--- config.mk ---
export PLATFORM = sky130hd
export DESIGN_NAME = clkdiv_ctrl_flat
export DESIGN_NICKNAME = d
export VERILOG_FILES = /design/src/rtl/clkdiv_pkg.sv /design/src/rtl/clkdiv_if.sv /design/src/rtl/clkdiv_ctrl_half_period_cnt.sv /design/src/rtl/clkdiv_ctrl.sv /design/src/flat_wrapper.sv
export SDC_FILE = /design/constraint.sdc
export NUM_CORES = 1
export LEC_CHECK = 0
export CORE_ASPECT_RATIO = 0.75
export CORE_MARGIN = 4
export CORE_UTILIZATION = 50
export CTS_CLUSTER_SIZE = 12
export DETAILED_ROUTE_END_ITERATION = 10
export PLACE_DENSITY = 0.73
export REMOVE_ABC_BUFFERS = 1
export SLEW_MARGIN = 20
export SYNTH_ARGS = -nofsm -noshare
export SYNTH_HDL_FRONTEND = slang
export SYNTH_SLANG_ARGS = --single-unit
--- constraint.sdc ---
create_clock -name clk50m -period 4.5 [get_ports clk50m]
set_clock_uncertainty 0.1 [all_clocks]
set_input_delay 0.9 -clock clk50m [delete_from_list [all_inputs] [get_ports clk50m]]
set_output_delay 0.9 -clock clk50m [all_outputs]
set_load 0.02 [all_outputs]
--- src/rtl/clkdiv_pkg.sv ---
// clkdiv_pkg: shared definitions for the programmable clock-enable generator.
//   - CNT_W_DEF     : default width of the half-period counter and divisor
//   - DEF_HALF_1HZ  : reset half-period (1 Hz output from a 50 MHz clock)
//   - state_e       : controller state encoding
//   - is_ready_state: states in which a new divisor can be accepted
package clkdiv_pkg;

    localparam int CNT_W_DEF    = 26;
    localparam int DEF_HALF_1HZ = 25_000_000;

    typedef enum logic [1:0] {
        ST_IDLE = 2'd0,
        ST_RUN  = 2'd1,
        ST_PEND = 2'd2,
        ST_STOP = 2'd3
    } state_e;

    function automatic logic is_ready_state(input state_e st);
        return (st == ST_IDLE) || (st == ST_RUN);
    endfunction

endpackage

--- src/rtl/clkdiv_if.sv ---
// clkdiv_if: firmware-facing control/status bundle of clkdiv_ctrl.
//   master: drives run, cfg_valid, cfg_half; observes status and clock outputs
//   slave : the controller side
interface clkdiv_if
    import clkdiv_pkg::*;
#(
    parameter int CNT_W = CNT_W_DEF
) ();

    logic             run;
    logic             cfg_valid;
    logic [CNT_W-1:0] cfg_half;
    logic             cfg_ready;
    logic             cfg_err;
    logic             clk_out;
    logic             tick_rise;
    logic             tick_fall;
    logic             active;

    modport master (
        output run, cfg_valid, cfg_half,
        input  cfg_ready, cfg_err, clk_out, tick_rise, tick_fall, active
    );

    modport slave (
        input  run, cfg_valid, cfg_half,
        output cfg_ready, cfg_err, clk_out, tick_rise, tick_fall, active
    );

endinterface

--- src/rtl/clkdiv_ctrl_half_period_cnt.sv ---
// half_period_cnt: counts 0..half_i-1 while enabled, wrapping to 0.
//   clk, rst_n : clock, asynchronous active-low reset
//   en_i       : advance the counter
//   clr_i      : force the counter to 0 (has priority over en_i)
//   half_i     : active half-period (never 0)
//   wrap_o     : counter is at its last value, half_i-1
module half_period_cnt
    import clkdiv_pkg::*;
#(
    parameter int CNT_W = CNT_W_DEF
) (
    input  logic             clk,
    input  logic             rst_n,
    input  logic             en_i,
    input  logic             clr_i,
    input  logic [CNT_W-1:0] half_i,
    output logic             wrap_o
);

    localparam logic [CNT_W-1:0] ONE = CNT_W'(1);

    logic [CNT_W-1:0] cnt_q;
    logic [CNT_W-1:0] cnt_d;

    assign wrap_o = (cnt_q == (half_i - ONE));

    // Next count: clear, wrap or increment.
    always_comb begin
        cnt_d = cnt_q;
        if (clr_i) begin
            cnt_d = '0;
        end else if (en_i) begin
            if (wrap_o) begin
                cnt_d = '0;
            end else begin
                cnt_d = cnt_q + ONE;
            end
        end else begin
            cnt_d = cnt_q;
        end
    end

    // Counter register.
    always_ff @(posedge clk or negedge rst_n) begin
        if (!rst_n) begin
            cnt_q <= '0;
        end else begin
            cnt_q <= cnt_d;
        end
    end

endmodule

--- src/rtl/clkdiv_ctrl.sv ---
// clkdiv_ctrl: runtime-programmable, glitch-free clock divider / tick generator.
//   clk50m : system clock
//   rst_n  : asynchronous active-low reset (deassertion synchronised externally)
//   bus    : run level, cfg_valid/cfg_half/cfg_ready handshake, cfg_err pulse,
//            clk_out square wave, tick_rise/tick_fall enables, active status.
// New divisors accepted while running are held pending and applied only at the
// end of a full period (the low-phase wrap), so clk_out never produces a runt.
module clkdiv_ctrl
    import clkdiv_pkg::*;
#(
    parameter int          CNT_W    = CNT_W_DEF,
    parameter int unsigned DEF_HALF = DEF_HALF_1HZ
) (
    input  logic        clk50m,
    input  logic        rst_n,
    clkdiv_if.slave     bus
);

    state_e           state_q, state_d;
    logic [CNT_W-1:0] half_q, half_d;
    logic [CNT_W-1:0] pend_half_q, pend_half_d;
    logic             pend_vld_q, pend_vld_d;
    logic             clk_out_q, clk_out_d;
    logic             tick_rise_q, tick_rise_d;
    logic             tick_fall_q, tick_fall_d;
    logic             cfg_err_q, cfg_err_d;
    logic             active_q, active_d;
    logic             cfg_ready_q, cfg_ready_d;

    logic xfer_s, cfg_zero_s, xfer_ok_s;
    logic wrap_s, go_idle_s, cnt_clr_s, cnt_en_s;

    assign xfer_s     = bus.cfg_valid & cfg_ready_q;
    assign cfg_zero_s = (bus.cfg_half == '0);
    assign xfer_ok_s  = xfer_s & ~cfg_zero_s;
    assign cnt_en_s   = (state_q != ST_IDLE);

    half_period_cnt #(.CNT_W(CNT_W)) u_cnt (
        .clk    (clk50m),
        .rst_n  (rst_n),
        .en_i   (cnt_en_s),
        .clr_i  (cnt_clr_s),
        .half_i (half_q),
        .wrap_o (wrap_s)
    );

    // Next-state, divisor bookkeeping and registered-output decode.
    always_comb begin
        state_d     = state_q;
        half_d      = half_q;
        pend_half_d = pend_half_q;
        pend_vld_d  = pend_vld_q;
        clk_out_d   = clk_out_q;
        tick_rise_d = 1'b0;
        tick_fall_d = 1'b0;
        cfg_err_d   = xfer_s & cfg_zero_s;
        go_idle_s   = 1'b0;
        cnt_clr_s   = 1'b0;

        case (state_q)
            ST_IDLE: begin
                // A divisor given together with the start is used from that period.
                if (xfer_ok_s) begin
                    half_d = bus.cfg_half;
                end else begin
                    half_d = half_q;
                end
                if (bus.run) begin
                    state_d     = ST_RUN;
                    clk_out_d   = 1'b1;
                    tick_rise_d = 1'b1;
                end else begin
                    state_d = ST_IDLE;
                end
            end
            ST_RUN, ST_PEND: begin
                if ((state_q == ST_RUN) && xfer_ok_s) begin
                    pend_half_d = bus.cfg_half;
                    pend_vld_d  = 1'b1;
                end else begin
                    pend_vld_d  = pend_vld_q;
                end
                if (!bus.run) begin
                    // Stop: finish a high phase; a low phase ends immediately.
                    if (clk_out_q && !wrap_s) begin
                        state_d = ST_STOP;
                    end else begin
                        go_idle_s   = 1'b1;
                        tick_fall_d = clk_out_q;
                    end
                end else if (wrap_s) begin
                    clk_out_d   = ~clk_out_q;
                    tick_rise_d = ~clk_out_q;
                    tick_fall_d = clk_out_q;
                    // Low-phase wrap is the full-period boundary.
                    if (pend_vld_q && !clk_out_q) begin
                        half_d     = pend_half_q;
                        pend_vld_d = 1'b0;
                        state_d    = ST_RUN;
                    end else begin
                        state_d = pend_vld_d ? ST_PEND : ST_RUN;
                    end
                end else begin
                    state_d = pend_vld_d ? ST_PEND : ST_RUN;
                end
            end
            ST_STOP: begin
                if (wrap_s) begin
                    go_idle_s   = 1'b1;
                    tick_fall_d = 1'b1;
                end else begin
                    state_d = ST_STOP;
                end
            end
            default: begin
                go_idle_s = 1'b1;
            end
        endcase

        // Entry to IDLE: park the output low and commit any pending divisor.
        if (go_idle_s) begin
            state_d    = ST_IDLE;
            clk_out_d  = 1'b0;
            cnt_clr_s  = 1'b1;
            half_d     = pend_vld_d ? pend_half_d : half_q;
            pend_vld_d = 1'b0;
        end else begin
            cnt_clr_s = 1'b0;
        end

        active_d    = (state_d != ST_IDLE);
        cfg_ready_d = is_ready_state(state_d);
    end

    // State, divisor and output registers.
    always_ff @(posedge clk50m or negedge rst_n) begin
        if (!rst_n) begin
            state_q     <= ST_IDLE;
            half_q      <= CNT_W'(DEF_HALF);
            pend_half_q <= '0;
            pend_vld_q  <= 1'b0;
            clk_out_q   <= 1'b0;
            tick_rise_q <= 1'b0;
            tick_fall_q <= 1'b0;
            cfg_err_q   <= 1'b0;
            active_q    <= 1'b0;
            cfg_ready_q <= 1'b1;
        end else begin
            state_q     <= state_d;
            half_q      <= half_d;
            pend_half_q <= pend_half_d;
            pend_vld_q  <= pend_vld_d;
            clk_out_q   <= clk_out_d;
            tick_rise_q <= tick_rise_d;
            tick_fall_q <= tick_fall_d;
            cfg_err_q   <= cfg_err_d;
            active_q    <= active_d;
            cfg_ready_q <= cfg_ready_d;
        end
    end

    assign bus.clk_out   = clk_out_q;
    assign bus.tick_rise = tick_rise_q;
    assign bus.tick_fall = tick_fall_q;
    assign bus.cfg_err   = cfg_err_q;
    assign bus.active    = active_q;
    assign bus.cfg_ready = cfg_ready_q;

endmodule
--- src/flat_wrapper.sv ---
// flat-port wrapper written by rule: the top's interface ports become plain ports
module clkdiv_ctrl_flat import clkdiv_pkg::*;
#(
    parameter int          CNT_W    = CNT_W_DEF,
    parameter int unsigned DEF_HALF = DEF_HALF_1HZ
)
  (clk50m, rst_n, bus_run, bus_cfg_valid, bus_cfg_half, bus_cfg_ready, bus_cfg_err, bus_clk_out, bus_tick_rise, bus_tick_fall, bus_active);
  clkdiv_if #(.CNT_W(CNT_W)) bus_i ();
  input  logic clk50m;
  input  logic rst_n;
  input wire logic [$bits(bus_i.run)-1:0] bus_run;
  input wire logic [$bits(bus_i.cfg_valid)-1:0] bus_cfg_valid;
  input wire logic [$bits(bus_i.cfg_half)-1:0] bus_cfg_half;
  output wire logic [$bits(bus_i.cfg_ready)-1:0] bus_cfg_ready;
  output wire logic [$bits(bus_i.cfg_err)-1:0] bus_cfg_err;
  output wire logic [$bits(bus_i.clk_out)-1:0] bus_clk_out;
  output wire logic [$bits(bus_i.tick_rise)-1:0] bus_tick_rise;
  output wire logic [$bits(bus_i.tick_fall)-1:0] bus_tick_fall;
  output wire logic [$bits(bus_i.active)-1:0] bus_active;
  assign bus_i.run = bus_run;
  assign bus_i.cfg_valid = bus_cfg_valid;
  assign bus_i.cfg_half = bus_cfg_half;
  assign bus_cfg_ready = bus_i.cfg_ready;
  assign bus_cfg_err = bus_i.cfg_err;
  assign bus_clk_out = bus_i.clk_out;
  assign bus_tick_rise = bus_i.tick_rise;
  assign bus_tick_fall = bus_i.tick_fall;
  assign bus_active = bus_i.active;
  clkdiv_ctrl #(.CNT_W(CNT_W), .DEF_HALF(DEF_HALF)) u_core (.clk50m(clk50m), .rst_n(rst_n), .bus(bus_i));
endmodule
==> results.py <==
metrics = {
    "sta": {
        "max_slew_margin_pct": 31.1,
        "timing.final.hold_violations": 0,
        "period_needed_ns": 4.14,
        "rsz0062_at_grt": "false",
        "worstMarginPinSlew_ns": 1.03,
        "period_share_pct": 92.0,
        "drv_slew": 0,
        "tns_ns": 0,
        "worst_slack_ns": 0.362,
        "setup_viol": 0,
        "max_freq_ghz": 0.242,
    },
    "global_routing": {
        "grt_pass1_vias": 3897,
        "grt_pass1_wl_mm": 19.5,
        "grt_antenna_before_repair": 0,
        "track_usage_pct": 19.9,
        "grt_max_degree": 63,
        "grt-ovfl-total": 0,
    },
    "power_and_ir_drop": {
        "power.density_nw_per_um2": 696,
        "vdd_drop_max_v": 0.000352,
        "leakagePower_nw": 2.45,
        "swShare_pct": 38.8,
        "combPwrFrac_pct": 47.0,
        "switchingPower_w": 0.00162,
        "clockPowerShare_pct": 16.9,
        "p_int_w": 0.00256,
        "p_seq_share_pct": 36.1,
        "power_w": 0.00418,
    },
    "floorplan": {
        "die-area_um2": 12100,
        "start_util_pct": 52.7,
        "core_area_um2": 9890,
        "fp.dieW_um": 126,
        "rows": 31,
        "fp.dieH_um": 96.4,
        "io_pins": 36,
    },
    "yosys": {
        "yosysUniqueCellTypes": 57,
        "synth-simple-area-share_pct": 17.7,
        "synth_top_family_by_area": "multiplexers",
        "syn_area_per_cell_um2": 10.1,
        "synth.area.top_cells": "dfrtp_1 (36%), mux2_2 (11%), dfstp_2 (6.6%)",
        "yosysTopAreaCell": "dfrtp_1",
        "synth_warnings": 0,
        "async_flop_share_pct": 100,
        "synth_ff_type": "dfrtp_1",
        "synth_xor_area_share_pct": 7.23,
        "netlist_area_um2": 5210,
        "synth_edf_count": 0,
        "netlist_instances": 514,
        "synth_seq_cells": 87,
        "synth_seq_area_share_pct": 42.1,
        "synth_compound_area_share_pct": 10.3,
        "synth_mux_area_share_pct": 18.0,
        "synth.top_cell.area_share_pct": 35.5,
        "synth_adder_area_share_pct": 1.68,
    },
    "routing": {
        "firstDrtPassIters": 5,
        "detail_route.wl_per_cell_um": 16.9,
        "route.detailed.drc": 0,
        "routed-via-count": 3997,
        "vias_per_cell": 5.84,
        "drt_iter0_drc": 316,
        "ant_nets": 0,
        "routed_wl_mm": 11.6,
    },
    "cts": {
        "worstSkewPairLatency_ns": 0.34,
        "root_buffer": "clkbuf_16",
        "cts_hold_buf": 0,
        "post_cts_resized": 0,
        "cts_made_buffers": 9,
        "postCtsSetupRepairBufs": 0,
        "htreeDepth": 3,
        "cts_tree": "done",
        "clk_pin_slew_ns": 0.07,
        "cts_max_path_buffers": 2,
        "clock-sinks": 87,
    },
    "status": {
        "status": "finished clean",
    },
    "cells_and_area": {
        "syn2layout_area_growth_pct": 15.2,
        "final_cell_area_um2": 6000,
        "num_antenna_cells": 0,
        "fin_util_pct": 60.7,
        "fillers": 793,
        "multiInputGateArea_um2": 2860,
        "layout.nets": 584,
        "drive_gt1_share_pct": 18.1,
        "regArea_um2": 2190,
    },
    "placement": {
        "pre_cts_ws_ns": 0.372,
        "io_buffers": 35,
        "dp_hpwl_mm": 8.35,
        "placed_cell_area_um2": 5720,
        "gp_congestion": 0.879,
    },
    "critical_path": {
        "path_max_fanout": 26,
        "worstReg2RegEnd": "u_core.half_q[9]",
        "cp_data_arrival_time_ns": 4.26,
        "start_kind": "flip-flop",
        "crit_required_ns": 4.62,
        "critPathCapture": "u_core.half_q[9]",
        "r2r_setup_slack_ns": 0.36,
        "worstSetupPathType": "reg -> reg",
        "rr_worst_depth": 13,
        "startpoint": "u_core.half_q[0]",
        "regToRegStartpoint": "u_core.half_q[0]",
        "endpoint_kind": "flip-flop",
    },
    "run": {
        "maxCapViolations": 0,
    },
    "hold_path": {
        "hold_class": "reg -> reg",
    },
}
-- metrics by stage --
step | hold slack, ns | cells
final | 0.404 | 684
after global routing | 0.422 | 684
after CTS | 0.407 | 684
after detailed placement | 0.391 | 668
after global placement | 0.383 | 668
after floorplan | 0.366 | 490
-- cells in the mapped netlist, drive strengths merged, types with 2 or more instances --
library cell / number
mux2i: 9
buf: 6
a211o: 3
and3: 19
or3: 3
or4: 5
inv: 12
ha: 7
o22ai: 2
o211ai: 4
o21ai: 48
mux2: 74
a31oi: 5
xor2: 14
clkbuf: 18
nand2: 30
xnor2: 29
nor3: 17
nor2b: 7
nand3: 16
o311ai: 2
nand2b: 12
nor3b: 2
dfrtp: 74
nor2: 32
nor4: 12
dfstp: 13
o221ai: 2
o31ai: 3
a21oi: 5
and2: 2
a221o: 2
or2: 3
nand4: 7
-- placed cells by master (no fill, tap or decap), types with 7 or more instances in the layout --
cell type,n
nor3_1,16
mux2_2,50
nor2b_1,7
mux2i_1,7
nand2b_1,12
clkdlybuf4s50_1,34
inv_1,12
clkbuf_16,9
nor2_1,32
dfstp_2,13
mux2_1,24
and3_1,19
o21ai_0,47
nand3_1,16
nand2_1,30
dfrtp_1,74
buf_4,10
ha_1,7
xor2_1,14
nand4_1,7
nor4_1,10
xnor2_1,29
-- flip-flops by register name, summed over array words and instances, names as in the netlist --
signal	count
u_core.u_cnt.cnt_q	26
u_core.bus.cfg_ready	1
u_core.pend_vld_q	1
u_core.bus.cfg_err	1
u_core.half_q	26
u_core.state_q	2
u_core.bus.clk_out	1
u_core.bus.tick_fall	1
u_core.bus.tick_rise	1
u_core.bus.active	1
u_core.pend_half_q	26
-- worst min path at each step --
stage / cells after the start / slack (ns) / endpoint / start
final: 1 / 0.40 / u_core.pend_half_q[18] / u_core.pend_half_q[18]
after global routing: 1 / 0.42 / u_core.pend_half_q[18] / u_core.pend_half_q[18]
after CTS: 1 / 0.41 / u_core.pend_half_q[18] / u_core.pend_half_q[18]
after detailed placement: 1 / 0.39 / u_core.pend_half_q[10] / u_core.pend_half_q[10]
after global placement: 1 / 0.38 / u_core.pend_half_q[23] / u_core.pend_half_q[23]
after floorplan: 1 / 0.37 / u_core.u_cnt.cnt_q[25] / u_core.u_cnt.cnt_q[25]
-- cell type report --
type | instances | area share [%]
Clock inverter | 5 | 0.688
Sequential cell | 87 | 36.5
Multi-Input combinational cell | 391 | 47.7
Clock buffer | 11 | 4.04
Timing Repair Buffer | 46 | 7.58
Inverter | 12 | 0.750
Tap cell | 132 | 2.75
-- power by group through the flow --
stage | sequential, W | combinational (W) | clock (W)
after floorplan | 0.00140 | 0.00147 | 0
after global placement | 0.00148 | 0.00189 | 0
after detailed placement | 0.00151 | 0.00195 | 0
after CTS | 0.00150 | 0.00196 | 0.000716
after global routing | 0.00155 | 0.00216 | 0.000748
final | 0.00151 | 0.00196 | 0.000707
-- routing by layer --
layer  GRT usage (%)  vias up  part of all wire (%)
li1                -     1927                     -
met1            29.3     1930                    51
met2            29.0      116                    42
met3            4.51       24                   5.0
met4            6.79        0                   1.8
met5               0        -                     0
-- logic make-up (layout without fill, tap and decap cells) --
logic type / count (synthesis) / in the layout
fa+ha+maj: 7 / 7
compound gates: 86 / 86
simple gates: 172 / 172
xor+xnor: 43 / 43
buf+inv: 36 / 74
mux: 83 / 83
flops: 87 / 87
-- worst max-delay path, stage by stage (launching register included) --
cell,delay (ns)
dfrtp_1,0.42
inv_1,0.10
ha_1,0.20
or3b_2,0.51
a2111oi_0,0.41
nand2_1,0.09
a2111o_1,0.45
nor4_2,0.28
buf_4,0.22
nor2_1,0.11
nor3_4,0.27
mux2i_4,0.29
buf_12,0.21
mux2_1,0.35
(Power assumes the default switching activity.)
